[src/rtl/mlp_forward.sv]
`default_nettype none
// +----------------------------------------------------------------------------+
// | mlp_forward: sequential 2-8-3 MLP forward pass (ReLU hidden layer, argmax, |
// | base-2 softmax) on a single time-multiplexed MAC.                          |
// | Optional feature macro: MLP_FWD_SOFTMAX_EN (EXP/DIV softmax vs hardmax).   |
// | Revision: 1.0                                                              |
// +----------------------------------------------------------------------------+
module mlp_forward #(
    parameter int DATAWIDTH = 16,
    parameter int FRAC      = 10
) (
    input  logic                        clk,
    input  logic                        rst,
    input  logic                        start,
    input  logic signed [DATAWIDTH-1:0] inputs     [2],
    input  logic signed [DATAWIDTH-1:0] currW0     [8][2],
    input  logic signed [DATAWIDTH-1:0] currb0     [8],
    input  logic signed [DATAWIDTH-1:0] currW1     [3][8],
    input  logic signed [DATAWIDTH-1:0] currb1     [3],
    output logic                        busy,
    output logic                        done,
    output logic signed [DATAWIDTH-1:0] reluout    [8],
    output logic signed [DATAWIDTH-1:0] logits     [3],
    output logic        [DATAWIDTH-1:0] softmaxout [3],
    output logic        [1:0]           predictedstate
);

    localparam int ACCW = DATAWIDTH + 6;
    localparam int PW   = 2 * DATAWIDTH;
    localparam int CNTW = $clog2(DATAWIDTH);

    localparam logic signed [ACCW-1:0] C_SAT_MAX =
        {{(ACCW-DATAWIDTH+1){1'b0}}, {(DATAWIDTH-1){1'b1}}};
    localparam logic signed [ACCW-1:0] C_SAT_MIN =
        {{(ACCW-DATAWIDTH+1){1'b1}}, {(DATAWIDTH-1){1'b0}}};
    localparam logic signed [DATAWIDTH-1:0] C_POS_MAX = {1'b0, {(DATAWIDTH-1){1'b1}}};
    localparam logic signed [DATAWIDTH-1:0] C_NEG_MIN = {1'b1, {(DATAWIDTH-1){1'b0}}};
    localparam logic [DATAWIDTH-1:0] C_ONE = DATAWIDTH'(1 << FRAC);

    typedef enum logic [2:0] {
        S_IDLE   = 3'd0,
        S_L0     = 3'd1,
        S_L1     = 3'd2,
        S_ARGMAX = 3'd3,
        S_EXP    = 3'd4,
        S_DIV    = 3'd5,
        S_DONE   = 3'd6
    } state_t;

    state_t                      state_q, state_d;
    logic                        busy_q, busy_d;
    logic                        done_q, done_d;
    logic signed [DATAWIDTH-1:0] in_q [2], in_d [2];
    logic signed [ACCW-1:0]      acc_q, acc_d;
    logic [2:0]                  nidx_q, nidx_d;
    logic [2:0]                  midx_q, midx_d;
    logic signed [DATAWIDTH-1:0] reluout_q [8], reluout_d [8];
    logic signed [DATAWIDTH-1:0] logits_q [3], logits_d [3];
    logic [DATAWIDTH-1:0]        softmax_q [3], softmax_d [3];
    logic [1:0]                  pred_q, pred_d;
    logic signed [DATAWIDTH-1:0] zmax_q, zmax_d;

    // Shared MAC datapath: operand/bias selection follows the active layer
    logic signed [DATAWIDTH-1:0] w_mac_a, w_mac_b, w_mac_bias;
    logic signed [PW-1:0]        w_prod_full;
    logic signed [ACCW-1:0]      w_prod, w_acc_base, w_acc_sum;
    logic signed [DATAWIDTH-1:0] w_acc_sat, w_relu;

    always_comb begin
        if (state_q == S_L0) begin
            w_mac_a    = in_q[midx_q[0]];
            w_mac_b    = currW0[nidx_q][midx_q[0]];
            w_mac_bias = currb0[nidx_q];
        end else begin
            w_mac_a    = reluout_q[midx_q];
            w_mac_b    = currW1[nidx_q[1:0]][midx_q];
            w_mac_bias = currb1[nidx_q[1:0]];
        end
        w_prod_full = $signed({{DATAWIDTH{w_mac_a[DATAWIDTH-1]}}, w_mac_a})
                    * $signed({{DATAWIDTH{w_mac_b[DATAWIDTH-1]}}, w_mac_b});
        w_prod = ACCW'(w_prod_full >>> FRAC);
        if (midx_q == 3'd0) begin
            w_acc_base = $signed({{(ACCW-DATAWIDTH){w_mac_bias[DATAWIDTH-1]}}, w_mac_bias});
        end else begin
            w_acc_base = acc_q;
        end
        w_acc_sum = w_acc_base + w_prod;
        if (w_acc_sum > C_SAT_MAX) begin
            w_acc_sat = C_POS_MAX;
        end else if (w_acc_sum < C_SAT_MIN) begin
            w_acc_sat = C_NEG_MIN;
        end else begin
            w_acc_sat = w_acc_sum[DATAWIDTH-1:0];
        end
        w_relu = w_acc_sat[DATAWIDTH-1] ? '0 : w_acc_sat;
    end

    // Argmax with strict compare so ties resolve to the lowest index
    logic [1:0]                  w_pred;
    logic signed [DATAWIDTH-1:0] w_zmax;

    always_comb begin
        w_pred = 2'd0;
        w_zmax = logits_q[0];
        if (logits_q[1] > w_zmax) begin
            w_pred = 2'd1;
            w_zmax = logits_q[1];
        end
        if (logits_q[2] > w_zmax) begin
            w_pred = 2'd2;
            w_zmax = logits_q[2];
        end
    end

`ifdef MLP_FWD_SOFTMAX_EN
    logic [DATAWIDTH-1:0]       e_q [3], e_d [3];
    logic [DATAWIDTH-1:0]       sum_q, sum_d;
    logic [DATAWIDTH-1:0]       rem_q, rem_d;
    logic [DATAWIDTH-1:0]       quo_q, quo_d;
    logic [DATAWIDTH-1:0]       hold_q [2], hold_d [2];
    logic [CNTW-1:0]            bit_q, bit_d;
    logic [1:0]                 didx_q, didx_d;

    logic [DATAWIDTH-1:0]       w_e [3];
    logic [DATAWIDTH-1:0]       w_sum;
    logic [DATAWIDTH+FRAC-1:0]  w_num;
    logic [DATAWIDTH-1:0]       w_rem_cur, w_quo_cur, w_rem_nxt, w_quo_nxt;
    logic [DATAWIDTH:0]         w_trial;
    logic                       w_ge;

    genvar gi;
    for (gi = 0; gi < 3; gi++) begin : g_exp
        logic [DATAWIDTH:0] w_dist;
        logic [DATAWIDTH:0] w_k;
        assign w_dist  = {zmax_q[DATAWIDTH-1], zmax_q} - {logits_q[gi][DATAWIDTH-1], logits_q[gi]};
        assign w_k     = w_dist >> FRAC;
        assign w_e[gi] = (w_k > (DATAWIDTH+1)'(FRAC)) ? '0 : (C_ONE >> w_k);
    end

    assign w_sum = w_e[0] + w_e[1] + w_e[2];

    // Restoring divide: the top FRAC bits of the numerator preload the remainder
    // (always below sum since the quotient never exceeds 1.0), the low DATAWIDTH
    // bits are shifted in one per cycle.
    always_comb begin
        w_num = {e_q[didx_q], {FRAC{1'b0}}};
        if (bit_q == '0) begin
            w_rem_cur = DATAWIDTH'(w_num >> DATAWIDTH);
            w_quo_cur = w_num[DATAWIDTH-1:0];
        end else begin
            w_rem_cur = rem_q;
            w_quo_cur = quo_q;
        end
        w_trial   = {w_rem_cur, w_quo_cur[DATAWIDTH-1]};
        w_ge      = (w_trial >= {1'b0, sum_q});
        w_rem_nxt = w_ge ? DATAWIDTH'(w_trial - {1'b0, sum_q}) : w_trial[DATAWIDTH-1:0];
        w_quo_nxt = {w_quo_cur[DATAWIDTH-2:0], w_ge};
    end
`endif

    always_comb begin
        state_d   = state_q;
        busy_d    = busy_q;
        done_d    = 1'b0;
        in_d      = in_q;
        acc_d     = acc_q;
        nidx_d    = nidx_q;
        midx_d    = midx_q;
        reluout_d = reluout_q;
        logits_d  = logits_q;
        softmax_d = softmax_q;
        pred_d    = pred_q;
        zmax_d    = zmax_q;
`ifdef MLP_FWD_SOFTMAX_EN
        e_d       = e_q;
        sum_d     = sum_q;
        rem_d     = rem_q;
        quo_d     = quo_q;
        hold_d    = hold_q;
        bit_d     = bit_q;
        didx_d    = didx_q;
`endif
        case (state_q)
            S_IDLE: begin
                if (start) begin
                    in_d    = inputs;
                    busy_d  = 1'b1;
                    nidx_d  = 3'd0;
                    midx_d  = 3'd0;
                    state_d = S_L0;
                end
            end
            S_L0: begin
                acc_d = w_acc_sum;
                if (midx_q == 3'd1) begin
                    reluout_d[nidx_q] = w_relu;
                    midx_d            = 3'd0;
                    nidx_d            = (nidx_q == 3'd7) ? 3'd0 : nidx_q + 3'd1;
                    if (nidx_q == 3'd7) begin
                        state_d = S_L1;
                    end
                end else begin
                    midx_d = midx_q + 3'd1;
                end
            end
            S_L1: begin
                acc_d = w_acc_sum;
                if (midx_q == 3'd7) begin
                    logits_d[nidx_q[1:0]] = w_acc_sat;
                    midx_d                = 3'd0;
                    nidx_d                = (nidx_q == 3'd2) ? 3'd0 : nidx_q + 3'd1;
                    if (nidx_q == 3'd2) begin
                        state_d = S_ARGMAX;
                    end
                end else begin
                    midx_d = midx_q + 3'd1;
                end
            end
            S_ARGMAX: begin
                zmax_d = w_zmax;
                pred_d = w_pred;
`ifdef MLP_FWD_SOFTMAX_EN
                state_d = S_EXP;
`else
                for (int i = 0; i < 3; i++) begin
                    softmax_d[i] = (w_pred == 2'(i)) ? C_ONE : '0;
                end
                busy_d  = 1'b0;
                done_d  = 1'b1;
                state_d = S_DONE;
`endif
            end
`ifdef MLP_FWD_SOFTMAX_EN
            S_EXP: begin
                e_d     = w_e;
                sum_d   = w_sum;
                bit_d   = '0;
                didx_d  = 2'd0;
                state_d = S_DIV;
            end
            S_DIV: begin
                rem_d = w_rem_nxt;
                quo_d = w_quo_nxt;
                if (bit_q == CNTW'(DATAWIDTH-1)) begin
                    bit_d = '0;
                    if (didx_q == 2'd2) begin
                        softmax_d[0] = hold_q[0];
                        softmax_d[1] = hold_q[1];
                        softmax_d[2] = w_quo_nxt;
                        busy_d       = 1'b0;
                        done_d       = 1'b1;
                        state_d      = S_DONE;
                    end else begin
                        hold_d[didx_q[0]] = w_quo_nxt;
                        didx_d            = didx_q + 2'd1;
                    end
                end else begin
                    bit_d = bit_q + 1'b1;
                end
            end
`endif
            S_DONE: begin
                state_d = S_IDLE;
            end
            default: begin
                state_d = S_IDLE;
                busy_d  = 1'b0;
            end
        endcase
    end

    always_ff @(posedge clk or posedge rst) begin
        if (rst) begin
            state_q <= S_IDLE;
            busy_q  <= 1'b0;
            done_q  <= 1'b0;
            acc_q   <= '0;
            nidx_q  <= '0;
            midx_q  <= '0;
            pred_q  <= '0;
            zmax_q  <= '0;
            for (int i = 0; i < 2; i++) in_q[i]      <= '0;
            for (int i = 0; i < 8; i++) reluout_q[i] <= '0;
            for (int i = 0; i < 3; i++) logits_q[i]  <= '0;
            for (int i = 0; i < 3; i++) softmax_q[i] <= '0;
`ifdef MLP_FWD_SOFTMAX_EN
            for (int i = 0; i < 3; i++) e_q[i]    <= '0;
            for (int i = 0; i < 2; i++) hold_q[i] <= '0;
            sum_q  <= '0;
            rem_q  <= '0;
            quo_q  <= '0;
            bit_q  <= '0;
            didx_q <= '0;
`endif
        end else begin
            state_q <= state_d;
            busy_q  <= busy_d;
            done_q  <= done_d;
            acc_q   <= acc_d;
            nidx_q  <= nidx_d;
            midx_q  <= midx_d;
            pred_q  <= pred_d;
            zmax_q  <= zmax_d;
            for (int i = 0; i < 2; i++) in_q[i]      <= in_d[i];
            for (int i = 0; i < 8; i++) reluout_q[i] <= reluout_d[i];
            for (int i = 0; i < 3; i++) logits_q[i]  <= logits_d[i];
            for (int i = 0; i < 3; i++) softmax_q[i] <= softmax_d[i];
`ifdef MLP_FWD_SOFTMAX_EN
            for (int i = 0; i < 3; i++) e_q[i]    <= e_d[i];
            for (int i = 0; i < 2; i++) hold_q[i] <= hold_d[i];
            sum_q  <= sum_d;
            rem_q  <= rem_d;
            quo_q  <= quo_d;
            bit_q  <= bit_d;
            didx_q <= didx_d;
`endif
        end
    end

    assign busy           = busy_q;
    assign done           = done_q;
    assign reluout        = reluout_q;
    assign logits         = logits_q;
    assign softmaxout     = softmax_q;
    assign predictedstate = pred_q;

endmodule
`default_nettype wire

[config.mk]
export PLATFORM = sky130hd
export DESIGN_NAME = mlp_forward
export DESIGN_NICKNAME = d
export VERILOG_FILES = /design/src/rtl/mlp_forward.sv
export SDC_FILE = /design/constraint.sdc
export NUM_CORES = 2
export LEC_CHECK = 0
export ABC_CLOCK_PERIOD_IN_PS = 11500
export CORE_AREA = 2 2 422 424
export CTS_CLUSTER_SIZE = 14
export DETAILED_ROUTE_END_ITERATION = 10
export DIE_AREA = 0 0 424 426
export SKIP_LAST_GASP = 1
export SYNTH_ARGS = -nofsm -noshare
export SYNTH_HDL_FRONTEND = slang
export SYNTH_SLANG_ARGS = --single-unit
[constraint.sdc]
create_clock -name clk -period 11.5 [get_ports clk]
set_input_delay 2.3 -clock clk [delete_from_list [all_inputs] [get_ports clk]]
set_output_delay 2.3 -clock clk [all_outputs]
set_load 0.02 [all_outputs]
==> flow_summary.json <==
{
  "cp_max_fo": 7,
  "ant_nets": 1,
  "die_w_um": 424,
  "cts_hold_buffers": 0,
  "synthDistinctLibCells": 73,
  "routed-wl-met2_mm": 99.7,
  "synth_compound_area_share_pct": 15.3,
  "first_pass_iters": 7,
  "synthCells": 3050,
  "critPathMaxStageDelay_ps": 580,
  "clk_path_buf_depth": 3,
  "rows": 154,
  "clk_root_buffer_cell": "clkbuf_16",
  "wire_per_inst_um": 31.1,
  "gp_congestion": 0.991,
  "htreeDepth": 1,
  "path_clk_slew_ps": 50,
  "fin_crit_sh_pct": 99.1,
  "drt_iter0_markers": 2872,
  "synth_seq_area_share_pct": 20.8,
  "yosys.area_share.adder_pct": 24.5,
  "gr-total-overflow": 0,
  "synth_top_family_by_area": "adder cells",
  "dp_hpwl_mm": 182,
  "die_area_um2": 181000,
  "synth_mux_area_share_pct": 17.1,
  "top_layer": "met5",
  "critPathTopFamily": "adder cells",
  "min_path_cells": 2,
  "io_pins": 1079,
  "syn-cell-area_um2": 28600,
  "status": "complete, but fails checks",
  "final_common_cell": "clkdlybuf4s50_1",
  "antenna_found_initial": 93,
  "io_buffers": 1025,
  "crit_top_cell": "fa_1",
  "layout-drive-gt1-share_pct": 24.1,
  "cts.sinks": 237,
  "cp.arrival_ps": 11960,
  "vias": 31200,
  "hold_class": "flop to flop",
  "setup_viol": 0,
  "skew_ps": 19.6,
  "report.final.slew_viol_count": 0,
  "nFillCells": 18800,
  "mostFrequentLayoutCells": "888 x clkdlybuf4s50_1, 400 x nand2_1, 365 x buf_4, 302 x inv_1, 243 x fa_1",
  "grt_pass1_vias": 30900,
  "critical_path_class": "input pin to flop",
  "r2r.worst_path.cells": 42,
  "hold_viol": 0,
  "die_height_um": 426,
  "cts_made_buffers": 30,
  "crit_path_start_kind": "input pin",
  "core_area_um2": 176000,
  "nets": 5621,
  "synth_edf_count": 0,
  "synth-xor-area-share_pct": 1.66,
  "crit_buf_inv": 10,
  "track_usage_pct": 22.3,
  "dpl_cell_area_um2": 44000,
  "maxSlewHeadroom_pct": 13.8,
  "critPathCaptureType": "flop",
  "grt_max_degree": 97,
  "drc_errors": 0,
  "syn_avg_cell_area_um2": 9.37,
  "cap_violations": 0,
  "ys_ff_latch": 237,
  "clock_latency_ps": 640,
  "final_area_um2": 47200,
  "grt_pass1_wl_mm": 275,
  "synthSimpleGateAreaFrac_pct": 11.9,
  "met3WireLength_mm": 19.8,
  "start_util_pct": 16.3,
  "period_needed_ps": 11400,
  "cts_tree": "yes",
  "max_clock_freq_mhz": 87.7,
  "violations": "antenna violations",
  "area_growth_pct": 65.3,
  "cp.required_ps": 12060,
  "synthArstFlopShare_pct": 100,
  "yosys_warnings": 0,
  "slowest_stage": "mux4_2",
  "worst_slew_pin_slew_ps": 1290,
  "rsz0062_at_grt": "true",
  "critical_path_depth": 39,
  "routed_wl_mm": 211,
  "viasPerCell": 4.60,
  "wl_met1_mm": 82.0,
  "yosys_most_used_dff": "dfrtp_1"
}
[what timing repair did]
item	4_1_cts	5_1_grt
gates resized for setup	226	542
setup endpoints to repair	170	169
gates cloned	3	2
buffers inserted	28	45
pin swaps	89	174
[final cells by class]
cell class | instances | area, um^2 | share of cell area, %
sequential | 237 | 5950 | 12.6
antenna | 53 | 133 | 0.281
timing repair buffer | 1473 | 14200 | 30.0
tap | 2340 | 2930 | 6.20
inverter | 342 | 1300 | 2.75
clock inverter | 13 | 146 | 0.310
multi-input combinational | 2283 | 21700 | 46.0
clock buffer | 41 | 852 | 1.80
[Yosys cell counts (29+ instances only)]
master | number | share of area, %
buf_4 | 56 | 1.5
a21o_1 | 36 | 0.95
o22ai_1 | 42 | 0.92
nor2_1 | 179 | 2.4
mux2i_1 | 89 | 3.1
nand2_1 | 419 | 5.5
inv_1 | 338 | 4.4
a221o_1 | 59 | 2.1
fa_1 | 262 | 18
o21ai_0 | 229 | 4.0
buf_2 | 56 | 0.98
mux2_2 | 85 | 3.4
a221oi_1 | 35 | 1.1
clkbuf_1 | 118 | 1.6
a21oi_1 | 103 | 1.8
nand2b_1 | 30 | 0.66
nor3_1 | 33 | 0.58
dfrtp_1 | 237 | 21
ha_1 | 141 | 6.2
nor2b_1 | 29 | 0.64
mux4_2 | 135 | 11
xnor2_1 | 36 | 1.1
[final timing paths]
kind                                to  slack, ps  startpoint
setup / recovery            logits[28]        100  currW1[85]
hold / removal                acc_q[4]        470    acc_q[4]
setup reg to reg            logits[28]        640   nidx_q[1]
hold reg to reg               acc_q[4]        470    acc_q[4]
max in group asynchronous    logits[2]       6940         rst
min in group asynchronous  reluout[91]       2170         rst
[registers in the layout, indices dropped and copies added, names as in the netlist, 2 cells and up]
signal and count:
in_q 32, logits 48, reluout 120, softmaxout 2
midx_q 3, nidx_q 3, acc_q 22, predictedstate 2
state_q 3
[metal layers]
| layer | global-route usage [%] | vias to the layer above |
|---|---|---|
| met2 | 36.7 | 1511 |
| met4 | 7.00 | 56 |
| met3 | 8.35 | 367 |
| met5 | 1.24 | - |
| met1 | 26.6 | 16000 |
| li1 | - | 13200 |
[through the flow]
step	util [%]	setup WS [ps]	hold slack [ps]	TNS, ps	instances
CTS	26.0	9.43	472	0	6692
floorplan	-	6.79	439	0	3102
global placement	25.0	-1520	450	-233620	6609
finish	26.9	101	467	0	6782
detailed placement	25.0	-1620	458	-247940	6609
global route	26.8	-170	494	-9200	6735
[logic make-up after synthesis]
logic type,count (synthesis)
compound gates,676
other cells,1
mux,309
fa+ha+maj,403
flops,237
buf+inv,582
xor+xnor,51
simple gates,791
[worst reg2reg max path, delay by kind of cell, from the launching register on]
| family | cells | cell delay, ps |
|---|---|---|
| AND/OR/NAND/NOR | 11 | 2710 |
| adder cells (fa/ha/maj) | 8 | 3570 |
| flip-flops | 1 | 730 |
| AO/OA/AOI/OAI | 10 | 1830 |
| buffers and inverters | 11 | 1610 |
| XOR/XNOR | 2 | 360 |
Power is left out: the tool's default activity adds up to more than one toggle a clock period on the data nets, which glitch-free logic cannot reach.
